===== config.mk =====
export PLATFORM = sky130hd
export DESIGN_NAME = rr_serial_arbiter
export DESIGN_NICKNAME = d
export VERILOG_FILES = /design/src/rtl/rr_serial_arbiter.sv
export SDC_FILE = /design/constraint.sdc
export NUM_CORES = 1
export LEC_CHECK = 0
export BUFFER_PORTS_ARGS = -buffer_cell sky130_fd_sc_hd__buf_2
export CORE_UTILIZATION = 40
export CTS_BUF_LIST = sky130_fd_sc_hd__clkbuf_4 sky130_fd_sc_hd__clkbuf_8 sky130_fd_sc_hd__clkbuf_16
export CTS_CLUSTER_DIAMETER = 60
export DETAILED_ROUTE_END_ITERATION = 10
export PLACE_DENSITY_LB_ADDON = 0.3
export REMOVE_ABC_BUFFERS = 1
export SETUP_SLACK_MARGIN = 0.1
export SYNTH_ARGS = -nofsm -noshare
export SYNTH_HDL_FRONTEND = slang
export SYNTH_SLANG_ARGS = --single-unit

===== constraint.sdc =====
create_clock -name clk -period 3.4 [get_ports clk]
set_input_delay 0.85 -clock clk [delete_from_list [all_inputs] [get_ports clk]]
set_output_delay 0.85 -clock clk [all_outputs]
set_load 0.005 [all_outputs]

===== src/rtl/rr_serial_arbiter.sv =====
// rtl/rr_serial_arbiter.sv - round-robin serial bus arbiter with address-decoded slave forwarding
// Grants one master at a time, receives its serial address, replays it to the decoded slave, then forwards data.
module rr_serial_arbiter #(
  parameter int NUM_MASTERS = 2,
  parameter int NUM_SLAVES  = 3,
  parameter int ADDR_WIDTH  = 12,
  parameter int SEL_BITS    = 2
) (
  input  logic                   clk,
  input  logic                   reset,
  input  logic [NUM_MASTERS-1:0] m_req,
  input  logic [NUM_MASTERS-1:0] m_valid,
  input  logic [NUM_MASTERS-1:0] m_address_valid,
  input  logic [NUM_MASTERS-1:0] m_address,
  input  logic [NUM_MASTERS-1:0] m_data,
  output logic [NUM_MASTERS-1:0] m_grant,
  output logic [NUM_MASTERS-1:0] m_ready,
  output logic [NUM_MASTERS-1:0] m_error,
  input  logic [NUM_SLAVES-1:0]  s_ready,
  output logic [NUM_SLAVES-1:0]  s_address,
  output logic [NUM_SLAVES-1:0]  s_data,
  output logic [NUM_SLAVES-1:0]  s_valid
);

  localparam int MIDX_W = (NUM_MASTERS > 1) ? $clog2(NUM_MASTERS) : 1;
  localparam int CNT_W  = (ADDR_WIDTH > 1) ? $clog2(ADDR_WIDTH) : 1;

  typedef enum logic [2:0] {
    IDLE,
    GRANT,
    ADDR_RX,
    WAIT_SLAVE,
    ADDR_TX,
    DATA,
    ERR
  } state_t;

  state_t                state;
  logic [MIDX_W-1:0]     last;
  logic [ADDR_WIDTH-1:0] addr_q;
  logic [CNT_W-1:0]      cnt;
  logic [SEL_BITS-1:0]   sel_q;

  logic                  m_valid_g;
  logic                  m_addr_v_g;
  logic                  m_req_g;
  logic                  m_addr_g;
  logic                  m_data_g;
  logic                  s_ready_sel;
  logic [NUM_SLAVES-1:0] sel_oh;
  logic [ADDR_WIDTH-1:0] addr_next;
  logic [SEL_BITS-1:0]   sel_new;
  logic [MIDX_W-1:0]     winner;
  logic                  rr_found;
  int                    rr_idx;

  // The registered one-hot grant doubles as the mux select for the owning master.
  assign m_valid_g  = |(m_valid & m_grant);
  assign m_addr_v_g = |(m_address_valid & m_grant);
  assign m_req_g    = |(m_req & m_grant);
  assign m_addr_g   = |(m_address & m_grant);
  assign m_data_g   = |(m_data & m_grant);

  assign addr_next = {addr_q[ADDR_WIDTH-2:0], m_addr_g};
  assign sel_new   = addr_next[ADDR_WIDTH-1 -: SEL_BITS];

  // An out-of-range sel decodes to an all-zero mask, so no slave port can toggle.
  always_comb begin
    sel_oh = '0;
    for (int j = 0; j < NUM_SLAVES; j++) begin
      sel_oh[j] = (sel_q == SEL_BITS'(j));
    end
  end

  assign s_ready_sel = |(s_ready & sel_oh);

  always_comb begin
    winner   = last;
    rr_found = 1'b0;
    rr_idx   = 0;
    for (int i = 1; i <= NUM_MASTERS; i++) begin
      rr_idx = int'(last) + i;
      if (rr_idx >= NUM_MASTERS) rr_idx = rr_idx - NUM_MASTERS;
      if (!rr_found && m_req[rr_idx]) begin
        winner   = MIDX_W'(rr_idx);
        rr_found = 1'b1;
      end
    end
  end

  always_ff @(posedge clk or negedge reset) begin
    if (!reset) begin
      state     <= IDLE;
      last      <= MIDX_W'(NUM_MASTERS - 1);
      addr_q    <= '0;
      cnt       <= '0;
      sel_q     <= '0;
      m_grant   <= '0;
      m_ready   <= '0;
      m_error   <= '0;
      s_valid   <= '0;
      s_address <= '0;
      s_data    <= '0;
    end else begin
      m_error <= '0;
      case (state)
        IDLE: begin
          if (rr_found) begin
            m_grant <= NUM_MASTERS'(1) << winner;
            last    <= winner;
            state   <= GRANT;
          end
        end
        GRANT: begin
          if (!m_req_g) begin
            m_grant <= '0;
            state   <= IDLE;
          end else if (m_valid_g && m_addr_v_g) begin
            cnt   <= '0;
            state <= ADDR_RX;
          end
        end
        default: begin
          // Dropping valid anywhere past GRANT ends the transaction on this edge.
          if (!m_valid_g) begin
            m_grant   <= '0;
            m_ready   <= '0;
            s_valid   <= '0;
            s_address <= '0;
            s_data    <= '0;
            state     <= IDLE;
          end else begin
            case (state)
              ADDR_RX: begin
                addr_q <= addr_next;
                cnt    <= cnt + 1'b1;
                if (cnt == CNT_W'(ADDR_WIDTH - 1)) begin
                  sel_q <= sel_new;
                  if (int'(sel_new) >= NUM_SLAVES) begin
                    m_error <= m_grant;
                    state   <= ERR;
                  end else begin
                    state <= WAIT_SLAVE;
                  end
                end
              end
              WAIT_SLAVE: begin
                if (s_ready_sel) begin
                  s_valid   <= sel_oh;
                  s_address <= sel_oh & {NUM_SLAVES{addr_q[ADDR_WIDTH-1]}};
                  addr_q    <= addr_q << 1;
                  cnt       <= '0;
                  state     <= ADDR_TX;
                end
              end
              ADDR_TX: begin
                if (cnt == CNT_W'(ADDR_WIDTH - 1)) begin
                  s_address <= '0;
                  m_ready   <= m_grant & {NUM_MASTERS{s_ready_sel}};
                  state     <= DATA;
                end else begin
                  s_address <= sel_oh & {NUM_SLAVES{addr_q[ADDR_WIDTH-1]}};
                  addr_q    <= addr_q << 1;
                  cnt       <= cnt + 1'b1;
                end
              end
              DATA: begin
                s_data  <= sel_oh & {NUM_SLAVES{m_data_g}};
                m_ready <= m_grant & {NUM_MASTERS{s_ready_sel}};
              end
              default: begin
              end
            endcase
          end
        end
      endcase
    end
  end

endmodule

==> qor.log <==
INFO  finish         n_diodes=0
INFO  setup_path     worst_ep_required_time=3.58ns
INFO  clock_network  cts_buffers=5
INFO  synthesis      synthesis.area_per_instance=10.3um^2
INFO  drt            drcViolationCount=0
INFO  finish         syn_to_final_growth=14.3%
INFO  drt            post_drt_wl_per_cell=14.7um
INFO  die            initial_core_util=42.8%
INFO  clock_network  clock_path_buffers=2
INFO  clock_network  clock_tree_root_driver_cell=sky130_fd_sc_hd__clkbuf_8
INFO  grt            overflow=0
INFO  synthesis      synth_edf_count=0
INFO  synthesis      mappedNetlistArea=1910um^2
INFO  placement      place_congestion=0.891
INFO  placement      dp.final_hpwl=2840um
INFO  drt            vias_per_cell=5.65
INFO  setup_path     timing.reg2reg.setup_slack=1.30ns
INFO  finish         final_layout_size_suffix_gt1_share=28.4%
INFO  synthesis      synthDominantAreaCellType=sky130_fd_sc_hd__dfrtp_1
INFO  flow_run       max-cap-violations=0
INFO  synthesis      synth.area.top_cells=sky130_fd_sc_hd__dfrtp_1 (47%), sky130_fd_sc_hd__mux2_2 (9.4%), sky130_fd_sc_hd__nand2_1 (3.9%)
INFO  die            die_h=71.2um
INFO  timing         tns=0ns
INFO  setup_path     timing.critical_path.arrival=2.29ns
INFO  outcome        status=finished clean
INFO  die            rows=24
INFO  drt            ant_nets=0
INFO  synthesis      post_synthesis_sequential_area_ratio=48.5%
INFO  grt            number_of_antenna_violations_at_the_first_check_in_global_routing=0
INFO  finish         fillers=423
INFO  synthesis      async_flop_share=100%
INFO  setup_path     timing_worst_setup_path_type=in2reg
INFO  setup_path     crit_buf_inv=1
INFO  finish         multi_input_area=920um^2
INFO  power_and_ir_drop leakagePower=1.03nW
INFO  timing         max_slew.worst_pin.slew=0.819ns
INFO  synthesis      synth_top_family_by_area=compound AO/OA/AOI/OAI gates
INFO  synthesis      ys_ff_latch=37
INFO  synthesis      synth_xor_xnor_area_share=0%
INFO  timing         max-slew-margin-rel=45.4%
INFO  setup_path     critical_path.reg2reg.startpoint=cnt[0]
INFO  clock_network  post_cts_hold_buffer_count=0
INFO  hold_path      hold-path-cell-count=2
INFO  clock_network  htreeDepth=2
INFO  timing         max_clock_freq=0.474GHz
INFO  clock_network  cts_tree=yes
INFO  drt            postRouteWirelength=3920um
INFO  setup_path     regToRegEndpoint=addr_q[6]
INFO  timing         slew_viol_final=0
INFO  clock_network  post_cts.repair.setup_buffers=0
INFO  finish         seq_area=927um^2
INFO  synthesis      number_of_different_library_cells_in_the_post_synthesis_netlist=47
INFO  grt            grt_first_pass_wirelength=6940um
INFO  die            die-area=5060um^2
INFO  synthesis      post_synth_and_or_nand_nor_area_fraction=16.2%
INFO  clock_network  worst_skew_pair.late_latency=0.29ns
INFO  die            floorplan.io_pins=30
INFO  timing         setup_viol_count_final=0
INFO  timing         finalCriticalPeriod=2.11ns
INFO  drt            detailroute.via_count=1508
INFO  power_and_ir_drop worst_ir_drop_vdd=292uV
INFO  grt            grt_start_max_net_pins=38
INFO  clock_network  clkSlewWorstSetupHoldPaths=0.08ns
INFO  synthesis      yosys.area_share.adder=0.654%
INFO  die            fp.coreArea=4470um^2
INFO  setup_path     largest_fanout_of_any_net_on_the_critical_path=13
INFO  setup_path     critPathTopFamily=compound AO/OA/AOI/OAI gates
INFO  finish         post-route-cell-area=2190um^2
INFO  setup_path     critical-path-slowest-cell=sky130_fd_sc_hd__a22oi_2
INFO  synthesis      dominantRegCellSynth=sky130_fd_sc_hd__dfrtp_1
INFO  timing         setup_repair_after_global_routing_missed_its_margin=false
INFO  hold_path      holdCritPathClass=reg2reg
INFO  synthesis      synth.area.mux_share=10.5%
INFO  synthesis      synthesis.instances=186
INFO  synthesis      synth.yosys.warnings=0
INFO  drt            dr.pass1.iters=6
INFO  placement      placedInstanceArea=2070um^2
INFO  die            die-width=71.2um
INFO  finish         final_net_count=230
INFO  setup_path     worstPathCellList=buf_2 > a22oi_2 > a21oi_2 > nor2_1 > mux2_2
INFO  clock_network  cts_sinks=37
INFO  setup_path     worst_r2r_path_depth=5
INFO  setup_path     worstSetupStartpointType=input pin
INFO  setup_path     slowest_delay=0.58ns
INFO  setup_path     cp-end-kind=register
INFO  timing         finalCritPeriodShare=62.0%
INFO  hold_path      hold-path-endpoint=s_data[0]
INFO  power_and_ir_drop pwr_density_cell=709nW/um^2
INFO  hold_path      holdCritStartpoint=s_data[0]
INFO  timing         final-hold-violation-count=0
INFO  grt            gr-usage-all-layers=17.7%
INFO  synthesis      synth-compound-area-share=20.8%
INFO  grt            first_global_vias=1515
INFO  drt            drt-initial-drc-count=117
INFO  timing         final.setup_skew=0.00764ns
INFO  placement      io_buffers=29
INFO  clock_network  resized_cells_post_cts=0
INFO  synthesis      synth_largest_type_area_fraction=47.1%
INFO  setup_path     cp_num_cells=5
-- sequential cells by signal (all words and copies together) (netlist names) --
signal,cells
state,3
addr_q,12
s_address,3
s_valid,3
m_error,2
cnt,4
s_data,3
m_grant,2
last,1
sel_q,2
m_ready,2
-- cell usage in the layout, fill, tap and decap left out, types with 2 or more instances in the layout --
cell and instances:
sky130_fd_sc_hd__a21oi_1 7, sky130_fd_sc_hd__a21oi_2 2, sky130_fd_sc_hd__a22o_1 8, sky130_fd_sc_hd__a22oi_1 2, sky130_fd_sc_hd__a31oi_1 2, sky130_fd_sc_hd__and2_1 3
sky130_fd_sc_hd__and3_1 2, sky130_fd_sc_hd__buf_2 29, sky130_fd_sc_hd__clkbuf_8 5, sky130_fd_sc_hd__dfrtp_1 36, sky130_fd_sc_hd__inv_1 4, sky130_fd_sc_hd__mux2_2 16
sky130_fd_sc_hd__mux2i_1 2, sky130_fd_sc_hd__nand2_1 20, sky130_fd_sc_hd__nand2b_1 7, sky130_fd_sc_hd__nand3_1 4, sky130_fd_sc_hd__nand3b_1 2, sky130_fd_sc_hd__nand4_1 2
sky130_fd_sc_hd__nor2_1 13, sky130_fd_sc_hd__nor3_1 3, sky130_fd_sc_hd__o21a_1 2, sky130_fd_sc_hd__o21ai_0 15, sky130_fd_sc_hd__o41ai_1 4
-- per-stage QoR --
step	instances	hold WS [ns]	util [%]	worst slack [ns]	total power, mW
6_report	267	0.484	48.9	1.29	1.55
2_1_floorplan	178	0.467	-	1.30	1.00
4_1_cts	267	0.491	48.9	1.28	1.55
3_5_place_dp	259	0.473	46.3	0.995	1.16
3_3_place_gp	259	0.464	46.3	0.999	1.16
5_1_grt	267	0.520	48.9	1.11	1.66
-- Yosys cell counts (all sizes together) (3+ instances only) --
master and instances:
nand2 20, nand2b 7, inv 4, buf 6, dfrtp 36, mux2 16, a22oi 3, a22o 8
o41ai 4, and2 3, nor2 13, a21oi 9, nor3 3, o21ai 16, nand3 4
-- worst max-delay path by stage --
stage               startpoint          to  slack (ns)
floorplan           s_ready[1]  addr_q[10]        1.30
global placement    s_ready[1]   addr_q[3]         1.0
detailed placement  m_valid[0]  s_valid[0]        0.99
CTS                     cnt[0]   addr_q[6]        1.28
global route        m_valid[0]      cnt[1]        1.11
finish              m_valid[0]  s_valid[2]        1.29
-- cell type report --
cell class / count / area share [%]
Tap cell: 52 / 2.97
Sequential cell: 37 / 42.4
Multi-Input combinational cell: 137 / 42.0
Clock buffer: 6 / 3.49
Timing Repair Buffer: 29 / 6.64
Clock inverter: 2 / 1.77
Inverter: 4 / 0.686
-- routing by layer --
layer,vias to the layer above,track usage [%],share of wire (%)
met5,-,0,0
met3,9,4.13,3.5
met4,0,10.0,2.6
met1,732,22.6,44
met2,31,27.4,50
li1,736,-,-
-- power breakdown --
part	internal [mW]	switching [mW]
sequential	0.532	0.115
clock	0.228	0.166
combinational	0.210	0.299
-- cell families after synthesis --
family | after synthesis
flip-flops | 37
AND/OR/NAND/NOR | 63
AO/OA/AOI/OAI | 55
buffers and inverters | 12
multiplexers | 18
adder cells (fa/ha/maj) | 1
-- worst min-delay path, stage by stage, from the launching register on --
cell	delay (ns)
sky130_fd_sc_hd__dfrtp_1	0.35
sky130_fd_sc_hd__nand2_1	0.04
sky130_fd_sc_hd__o21ai_0	0.06
Note: power is estimated with default switching activity, not from simulation.
